[src/rtl/usb_rx_data_buffer.sv]
// Byte FIFO between usb_rx and the AHB-lite slave: usb_rx stores payload bytes,
// the slave drains them one per request, with registered status flags.
module usb_rx_data_buffer #(
    parameter int unsigned DEPTH  = 64,
    parameter int unsigned ADDR_W = 6,
    parameter int unsigned OCC_W  = ADDR_W + 1
) (
    input  logic             clk,
    input  logic             n_rst,
    input  logic             store_rx_packet_data,
    input  logic [7:0]       rx_packet_data,
    input  logic             flush,
    input  logic             clear,
    input  logic             get_rx_data,
    output logic [7:0]       rx_data,
    output logic             rx_data_valid,
    output logic [OCC_W-1:0] buffer_occupancy,
    output logic             buffer_empty,
    output logic             buffer_full,
    output logic             overflow,
    output logic             underflow
);

    localparam int unsigned PTR_W = ADDR_W + 1;

    logic [7:0]       mem [DEPTH];
    logic [PTR_W-1:0] wptr;
    logic [PTR_W-1:0] rptr;

    logic             empty_c;
    logic             rd_ok_c;
    logic             wr_ok_c;
    logic [PTR_W-1:0] wptr_nxt;
    logic [PTR_W-1:0] rptr_nxt;
    logic [OCC_W-1:0] occ_nxt;
    logic [7:0]       data_nxt;
    logic             valid_nxt;
    logic             ovf_nxt;
    logic             unf_nxt;

    // Accept decisions; a read while full frees the slot the concurrent write needs.
    always_comb begin
        empty_c   = buffer_empty;
        rd_ok_c   = 1'b0;
        wr_ok_c   = 1'b0;
        wptr_nxt  = wptr;
        rptr_nxt  = rptr;
        data_nxt  = rx_data;
        valid_nxt = 1'b0;
        ovf_nxt   = overflow;
        unf_nxt   = underflow;

        if (flush || clear) begin
            wptr_nxt = '0;
            rptr_nxt = '0;
            ovf_nxt  = 1'b0;
            unf_nxt  = 1'b0;
        end else begin
            rd_ok_c = get_rx_data && !empty_c;
            wr_ok_c = store_rx_packet_data && (!buffer_full || rd_ok_c);

            if (rd_ok_c) begin
                data_nxt  = mem[rptr[ADDR_W-1:0]];
                valid_nxt = 1'b1;
                rptr_nxt  = rptr + PTR_W'(1);
            end else if (get_rx_data) begin
                unf_nxt = 1'b1;
            end

            if (wr_ok_c) begin
                wptr_nxt = wptr + PTR_W'(1);
            end else if (store_rx_packet_data) begin
                ovf_nxt = 1'b1;
            end
        end

        occ_nxt = OCC_W'(wptr_nxt - rptr_nxt);
    end

    // Control and status registers.
    always_ff @(posedge clk) begin
        if (!n_rst) begin
            wptr             <= '0;
            rptr             <= '0;
            rx_data          <= 8'h00;
            rx_data_valid    <= 1'b0;
            buffer_occupancy <= '0;
            buffer_empty     <= 1'b1;
            buffer_full      <= 1'b0;
            overflow         <= 1'b0;
            underflow        <= 1'b0;
        end else begin
            wptr             <= wptr_nxt;
            rptr             <= rptr_nxt;
            rx_data          <= data_nxt;
            rx_data_valid    <= valid_nxt;
            buffer_occupancy <= occ_nxt;
            buffer_empty     <= (occ_nxt == '0);
            buffer_full      <= (occ_nxt == OCC_W'(DEPTH));
            overflow         <= ovf_nxt;
            underflow        <= unf_nxt;
        end
    end

    // Storage array is deliberately not reset; the pointers alone define contents.
    always_ff @(posedge clk) begin
        if (n_rst && wr_ok_c) begin
            mem[wptr[ADDR_W-1:0]] <= rx_packet_data;
        end
    end

endmodule

[config.mk]
export PLATFORM = sky130hd
export DESIGN_NAME = usb_rx_data_buffer
export DESIGN_NICKNAME = d
export VERILOG_FILES = /design/src/rtl/usb_rx_data_buffer.sv
export SDC_FILE = /design/constraint.sdc
export NUM_CORES = 1
export LEC_CHECK = 0
export BUFFER_PORTS_ARGS = -buffer_cell sky130_fd_sc_hd__clkbuf_2
export CAP_MARGIN = 10
export CORE_ASPECT_RATIO = 1.4
export CORE_MARGIN = 2
export CORE_UTILIZATION = 60
export DETAILED_ROUTE_END_ITERATION = 16
export GPL_ROUTABILITY_DRIVEN = 0
export PLACE_DENSITY_LB_ADDON = 0.3
export SYNTH_ARGS = -nofsm -noshare
export SYNTH_HDL_FRONTEND = slang
export SYNTH_SLANG_ARGS = --single-unit
[constraint.sdc]
create_clock -name clk -period 3.8 [get_ports clk]
set_input_delay 0.38 -clock clk [delete_from_list [all_inputs] [get_ports clk]]
set_output_delay 0.38 -clock clk [all_outputs]
set_load 0.05 [all_outputs]
==> results of run 1 <==
## routing by layer
| layer | track usage (%) | up-vias |
|---|---|---|
| met4 | 12.1 | 0 |
| met5 | 0 | - |
| met1 | 35.5 | 5841 |
| li1 | - | 4823 |
| met3 | 4.23 | 139 |
| met2 | 45.6 | 641 |
## area by class of cell
type                       count  area [sq um]
clock buffer                  64          1280
clock inverter                25           209
fill                        2177         11400
inverter                      11          41.3
multi-input combinational    516          5150
sequential                   546         16100
tap                          462           578
timing repair buffer         115           831
## worst min-delay path by stage
stage                      startpoint                      to  slack (ns)
2_1_floorplan       rx_packet_data[0]     mem[0][0]$_DFFE_PP_        0.48
3_3_place_gp   underflow$_SDFFE_PP0P_  underflow$_SDFFE_PP0P_        0.46
3_5_place_dp   underflow$_SDFFE_PP0P_  underflow$_SDFFE_PP0P_        0.46
4_1_cts          store_rx_packet_data   overflow$_SDFFE_PP0P_        0.08
5_1_grt          store_rx_packet_data   overflow$_SDFFE_PP0P_        0.09
6_report         store_rx_packet_data   overflow$_SDFFE_PP0P_        0.09
## worst reg2reg max path: cells and delay by family (launching register included)
kind            cells  cell delay [ns]
simple gates        2             0.39
fa+ha+maj           1             0.49
compound gates      5             1.28
mux                 1             0.30
xor+xnor            1             0.47
flops               1             0.33
## power by group through the flow
stage | registers (mW) | clock network [mW] | logic, mW
CTS | 6.58 | 4.69 | 0.204
floorplan | 6.72 | 0 | 0.0600
finish | 6.58 | 4.65 | 0.203
detailed placement | 6.71 | 0 | 0.203
global placement | 6.71 | 0 | 0.196
global route | 6.58 | 4.90 | 0.219
## cell usage after synthesis (9+ instances only)
| cell | instances | area [sq um] |
|---|---|---|
| a221oi_1 | 10 | 87.6 |
| nor2_1 | 98 | 368 |
| nand2_1 | 33 | 124 |
| o21ai_0 | 15 | 75.1 |
| or3_1 | 9 | 56.3 |
| buf_2 | 10 | 50.1 |
| dfxtp_1 | 34 | 681 |
| nand3_1 | 18 | 90.1 |
| mux2i_1 | 43 | 430 |
| inv_1 | 10 | 37.5 |
| clkbuf_1 | 25 | 93.8 |
| nor2b_1 | 12 | 75.1 |
| mux2_2 | 13 | 146 |
| o221ai_1 | 11 | 96.3 |
| a22oi_1 | 10 | 75.1 |
| a211oi_1 | 9 | 67.6 |
| a21oi_1 | 17 | 85.1 |
| buf_6 | 11 | 124 |
| mux4_2 | 111 | 2500 |
| edfxtp_1 | 512 | 15400 |
## cell families after synthesis
logic type	after synthesis	share of synthesized area (%)
xor+xnor	13	0.597
mux	167	14.2
compound gates	119	4.03
simple gates	208	4.44
flops	546	74.3
buf+inv	70	1.81
fa+ha+maj	9	0.556
## state kept, by name (all words and copies together) (netlist names)
signal and cells:
mem 512, overflow 1, underflow 1, buffer_occupancy 7, rx_data_valid 1, wptr 7, rptr 7, buffer_empty 1
buffer_full 1, rx_data 8
## stage by stage
| step | cell area [sq um] | util [%] | power [mW] | worst slack [ns] | hold slack, ns |
|---|---|---|---|---|---|
| finish | 24200 | 67.9 | 11.4 | 0.466 | 0.0904 |
| global route | 24200 | 67.9 | 11.7 | 0.237 | 0.0937 |
| CTS | 24200 | 67.9 | 11.5 | 0.548 | 0.0762 |
| detailed placement | 22700 | 63.7 | 6.91 | 0.493 | 0.464 |
| global placement | 22700 | 63.7 | 6.90 | 0.526 | 0.460 |
| floorplan | 21600 | - | 6.78 | 0.624 | 0.479 |
==> results.json, run 1 <==
{
  "outcome": "complete, no violations",
  "cts_sinks": 546,
  "syn_nets": 1155,
  "cp.depth": 10,
  "hold_viol": 0,
  "track_usage_pct": 27.2,
  "antenna_found_initial": 0,
  "htree_levels": 2,
  "grt_max_degree": 65,
  "avgSynthCellArea_sq_um": 19.1,
  "yosys_warnings": 0,
  "clk_latency_ns": 0.57,
  "crit_end": "buffer_empty$_SDFF_PN1_",
  "power.leakage_nw": 7.56,
  "cp-end-kind": "flip-flop",
  "ys_async_sr_fraction_pct": 0,
  "cp_max_fo": 7,
  "ios": 34,
  "pwr-share-comb_pct": 1.8,
  "dr.pass1.iters": 5,
  "syn2layout_area_growth_pct": 11.8,
  "ys_types": 61,
  "tns_ns": 0,
  "clock_skew_ns": 0.0205,
  "met2_length_microns": 25100,
  "cp_top_family": "compound AO/OA/AOI/OAI gates",
  "routedLengthMet1_microns": 17800,
  "slowest_stage": "a21oi_1",
  "layout_min_cycle_time_ns": 3.33,
  "die-area_sq_um": 37600,
  "synth-seq-cells": 546,
  "finalMaxSlewViolations": 0,
  "max-vdd-ir-drop_mv": 0.371,
  "highest_layer": "met4",
  "cap_violations": 0,
  "root_buffer": "clkbuf_16",
  "wirelength_microns": 49400,
  "fmax_mhz": 300,
  "synth_area_sq_um": 21600,
  "intPower_mw": 9.21,
  "power.density_nw_per_um2": 473,
  "start_util_pct": 60.7,
  "setup_viol": 0,
  "drt-initial-drc-count": 1255,
  "die_h_microns": 229,
  "synth_edf_count": 512,
  "yosysSeqAreaShare_pct": 74.3,
  "reg2reg_depth": 10,
  "crit-reg2reg-launch": "buffer_empty$_SDFF_PN1_",
  "final_nets": 1261,
  "crit_arrival_ns": 3.81,
  "worst_slew_pin_slew_ns": 1.19,
  "clk_pin_slew_ns": 0.06,
  "worst-setup-path-type": "reg -> reg",
  "die_x_microns": 164,
  "hold_buffers": 0,
  "crit_chain": "nand2b_1, a21oi_1, mux2i_1, nor2_1, fa_1, a211oi_1, o21bai_1, a21oi_1, xor3_1, o31ai_1",
  "dr_wl_met3_microns": 3910,
  "required_ns": 4.28,
  "cpMostUsedCell": "a21oi_1",
  "reg2reg_to": "buffer_empty$_SDFF_PN1_",
  "routed-via-count": 11400,
  "rows": 82,
  "clkPwrFrac_pct": 40.7,
  "slew-limit-headroom_pct": 20.4,
  "final_common_cell": "edfxtp_1",
  "vias_per_cell": 6.58,
  "start_kind": "flip-flop",
  "switchingPower_mw": 2.22,
  "netlist_instances": 1132,
  "yosys_most_used_dff": "edfxtp_1",
  "overflow": 0,
  "tritoncts": "built",
  "dp.cells": 1650,
  "dp.final_hpwl_microns": 31400,
  "drcViolationCount": 0,
  "mostFrequentLayoutCells": "edfxtp_1 (512), mux4_2 (111), nor2_1 (98)",
  "drive_above_1_share_pct": 24.4,
  "finalNonFillerCells": 1739,
  "hp-class": "in -> reg",
  "cts_setup_buffers": 0,
  "clockBufferDepth": 3,
  "slowest_delay_ns": 0.49,
  "diodes": 0,
  "p_seq_share_pct": 57.6,
  "hold-path-cell-count": 3,
  "post-route-period-util_pct": 87.7,
  "port_buffers": 33,
  "r2r_slack_ns": 0.47,
  "wl_per_cell_microns": 28.4,
  "p_sw_share_pct": 19.5,
  "crit_path_start": "buffer_empty$_SDFF_PN1_",
  "ant_nets": 0,
  "grt_pass1_wl_microns": 74300,
  "cp.buffers_inverters": 0,
  "grt_setup_unrepaired": "no",
  "core_sq_um": 35600,
  "cts_resized": 0,
  "first_global_vias": 11700,
  "numCtsBuffers": 48
}
Power figures use the tool's default switching activity.
==> inputs of run 2 (changes only) <==
--- a/config.mk
+++ b/config.mk
@@ -5,6 +5,7 @@
 export SDC_FILE = /design/constraint.sdc
 export NUM_CORES = 1
 export LEC_CHECK = 0
+export ABC_AREA = 1
 export BUFFER_PORTS_ARGS = -buffer_cell sky130_fd_sc_hd__clkbuf_2
 export CAP_MARGIN = 10
 export CORE_ASPECT_RATIO = 1.4
==> run 2 against run 1 <==
Design area increased by 7.0%. Clock skew decreased by 0.0038 ns. Wire length increased by 17%. Utilization decreased by 0.89 points. Clock power increased by 6.0%. Global-route usage increased by 1.9 points. Clock-buffer cell count decreased by 7. Worst setup slack improved by 0.45 ns. Sequential share of layout area decreased by 4.4 points. Sequential power about the same.
==> results.json, run 2 <==
{
  "outcome": "complete, no violations",
  "cap_violations": 0,
  "grt_setup_unrepaired": "no",
  "yosys_warnings": 0,
  "netlist_top_cells_area": "edfxtp_1 (65%), nand2_1 (12%), nand3_1 (5.4%)",
  "cts_resized": 0,
  "synth_commonest_cells": "nand2_1 (770), edfxtp_1 (512), inv_1 (270), nor2_1 (264), nand3_1 (256)",
  "synth-seq-cells": 546,
  "cpMostUsedCell": "nor2_1",
  "vias_per_cell": 5.63,
  "root_buffer": "clkbuf_16",
  "clock_skew_ns": 0.0168,
  "start_util_pct": 61.0,
  "die_x_microns": 171,
  "die-area_sq_um": 40900,
  "first_global_vias": 16200,
  "syn2layout_area_growth_pct": 9.73,
  "wl_per_cell_microns": 19.7,
  "worst-setup-path-type": "reg -> reg",
  "synth_edf_count": 512,
  "ant_nets": 0,
  "clk_pin_slew_ns": 0.06,
  "hold_buffers": 0,
  "tritoncts": "built",
  "clockBufferDepth": 3,
  "core_sq_um": 38600,
  "ys_async_sr_fraction_pct": 0,
  "fmax_mhz": 346,
  "slowest_delay_ns": 0.84,
  "syn_nets": 2364,
  "drt-initial-drc-count": 1808,
  "routed-via-count": 16500,
  "yosysSeqAreaShare_pct": 68.1,
  "max-vdd-ir-drop_mv": 0.355,
  "crit-reg2reg-launch": "rptr[1]$_SDFF_PN0_",
  "reg2reg_depth": 11,
  "ios": 34,
  "post-route-period-util_pct": 76.0,
  "drive_above_1_share_pct": 6.95,
  "cp.buffers_inverters": 2,
  "cp_max_fo": 88,
  "cp-end-kind": "flip-flop",
  "track_usage_pct": 29.1,
  "wirelength_microns": 57700,
  "die_h_microns": 238,
  "drcViolationCount": 0,
  "cp_top_family": "buffers and inverters",
  "start_kind": "flip-flop",
  "crit_arrival_ns": 3.36,
  "crit_path_start": "rptr[1]$_SDFF_PN0_",
  "diodes": 0,
  "worst_slew_pin_slew_ns": 1.15,
  "mostFrequentLayoutCells": "nand2_1 (770), edfxtp_1 (512), inv_1 (270)",
  "port_buffers": 33,
  "tns_ns": 0,
  "cts_setup_buffers": 0,
  "largest_reg_flops": 512,
  "yosys.area.top_type": "edfxtp_1",
  "synthMostInstantiatedCell": "nand2_1",
  "grt_max_degree": 131,
  "hold_viol": 0,
  "finalNonFillerCells": 2926,
  "dr.pass1.iters": 6,
  "setup_viol": 0,
  "dp.cells": 2837,
  "reg2reg_to": "rx_data[0]$_SDFFE_PN0P_",
  "rows": 85,
  "final_nets": 2389,
  "power.density_nw_per_um2": 462,
  "yosys_most_used_dff": "edfxtp_1",
  "grt_pass1_wl_microns": 89100,
  "netlist_instances": 2341,
  "synth_area_sq_um": 23600,
  "crit_chain": "buf_4, buf_4, nor2_1, o21ai_0, nand2_1, nand2_1, nand3_1, nor2_1, nor2_1, nor2_1, nor2_1",
  "synth.top_cell.area_share_pct": 65.3,
  "htree_levels": 2,
  "clk_latency_ns": 0.58,
  "final_common_cell": "nand2_1",
  "overflow": 0,
  "power.leakage_nw": 10.5,
  "slowest_stage": "buf_4",
  "r2r_slack_ns": 0.91,
  "min-delay-start": "get_rx_data",
  "numCtsBuffers": 49,
  "ys_types": 32,
  "cp.depth": 11,
  "slew-limit-headroom_pct": 23.2,
  "avgSynthCellArea_sq_um": 10.1,
  "finalMaxSlewViolations": 0,
  "crit_end": "rx_data[0]$_SDFFE_PN0P_",
  "dp.final_hpwl_microns": 35500,
  "antenna_found_initial": 0,
  "layout_min_cycle_time_ns": 2.89,
  "cts_sinks": 546,
  "required_ns": 4.27,
  "hp-class": "in -> reg"
}
==> run 2: changes by cell type in the layout (fill, tap and decap cells not counted), sizes merged, moves of 10 or more <==
| cell | previous run | this run |
|---|---|---|
| nand2 | 33 | 770 |
| mux2i | 43 | 0 |
| o221ai | 11 | 0 |
| nor2b | 12 | 0 |
| a22oi | 10 | 0 |
| nand3 | 18 | 258 |
| a221oi | 10 | 0 |
| mux4 | 111 | 0 |
| buf | 82 | 48 |
| nor2 | 98 | 266 |
| inv | 13 | 274 |
| mux2 | 13 | 0 |
| o21ai | 15 | 63 |
==> run 2: final cells by class <==
type | instances | area (sq um)
Timing Repair Buffer | 81 | 576
Sequential cell | 546 | 16100
Tap cell | 522 | 653
Clock buffer | 57 | 1300
Multi-Input combinational cell | 1410 | 5910
Fill cell | 2832 | 12800
Inverter | 278 | 1050
Clock inverter | 32 | 300
==> run 2: per-layer routing <==
| layer | up-vias | GRT usage, % | part of all wire (%) | wire, microns |
|---|---|---|---|---|
| met2 | 857 | 49.4 | 50 | 28700 |
| li1 | 7651 | - | - | - |
| met3 | 163 | 4.35 | 8.9 | 5120 |
| met4 | 0 | 12.6 | 4.2 | 2420 |
| met1 | 7794 | 37.4 | 37 | 21500 |
| met5 | - | 0 | 0 | 0 |
==> run 2: logic make-up (layout without fill, tap and decap cells) <==
family | Yosys count | in the layout | synth area share, %
compound gates | 80 | 80 | 1.71
xor+xnor | 10 | 10 | 0.372
fa+ha+maj | 9 | 9 | 0.510
buf+inv | 385 | 448 | 6.77
flops | 546 | 546 | 68.1
simple gates | 1311 | 1311 | 22.5
==> run 2: where the power goes <==
| part | leakage [nW] | switching, mW | internal, mW |
|---|---|---|---|
| Combinational | 4.83 | 0.334 | 0.0910 |
| Sequential | 4.88 | 0.0131 | 6.58 |
| Clock | 0.771 | 2.14 | 2.79 |
| Total | 10.5 | 2.49 | 9.46 |
==> run 2: worst register-to-register path, cell delays in order (launching register included) <==
cell	delay, ns
dfxtp_4	0.36
buf_4	0.47
buf_4	0.89
nor2_1	0.16
o21ai_0	0.15
nand2_1	0.08
nand2_1	0.06
nand3_1	0.08
nor2_1	0.27
nor2_1	0.10
nor2_1	0.13
nor2_1	0.05
==> run 2: worst min-delay path by stage <==
stage	end	slack [ns]	cells after the start
2_1_floorplan	mem[0][0]$_DFFE_PP_	0.48	0
3_3_place_gp	overflow$_SDFFE_PP0P_	0.47	2
3_5_place_dp	overflow$_SDFFE_PP0P_	0.46	2
4_1_cts	underflow$_SDFFE_PP0P_	0.08	3
5_1_grt	overflow$_SDFFE_PP0P_	0.12	3
6_report	underflow$_SDFFE_PP0P_	0.10	3
==> run 2: stage by stage <==
stage | area, sq um | util (%) | hold slack, ns | setup slack, ns | total power [mW]
2_1_floorplan | 23600 | - | 0.479 | 0.961 | 6.94
3_3_place_gp | 24300 | 62.8 | 0.468 | 0.789 | 7.14
3_5_place_dp | 24300 | 62.8 | 0.457 | 0.649 | 7.14
4_1_cts | 25900 | 67.0 | 0.0831 | 0.954 | 12.0
5_1_grt | 25900 | 67.0 | 0.118 | 0.696 | 12.3
6_report | 25900 | 67.0 | 0.102 | 0.913 | 12.0
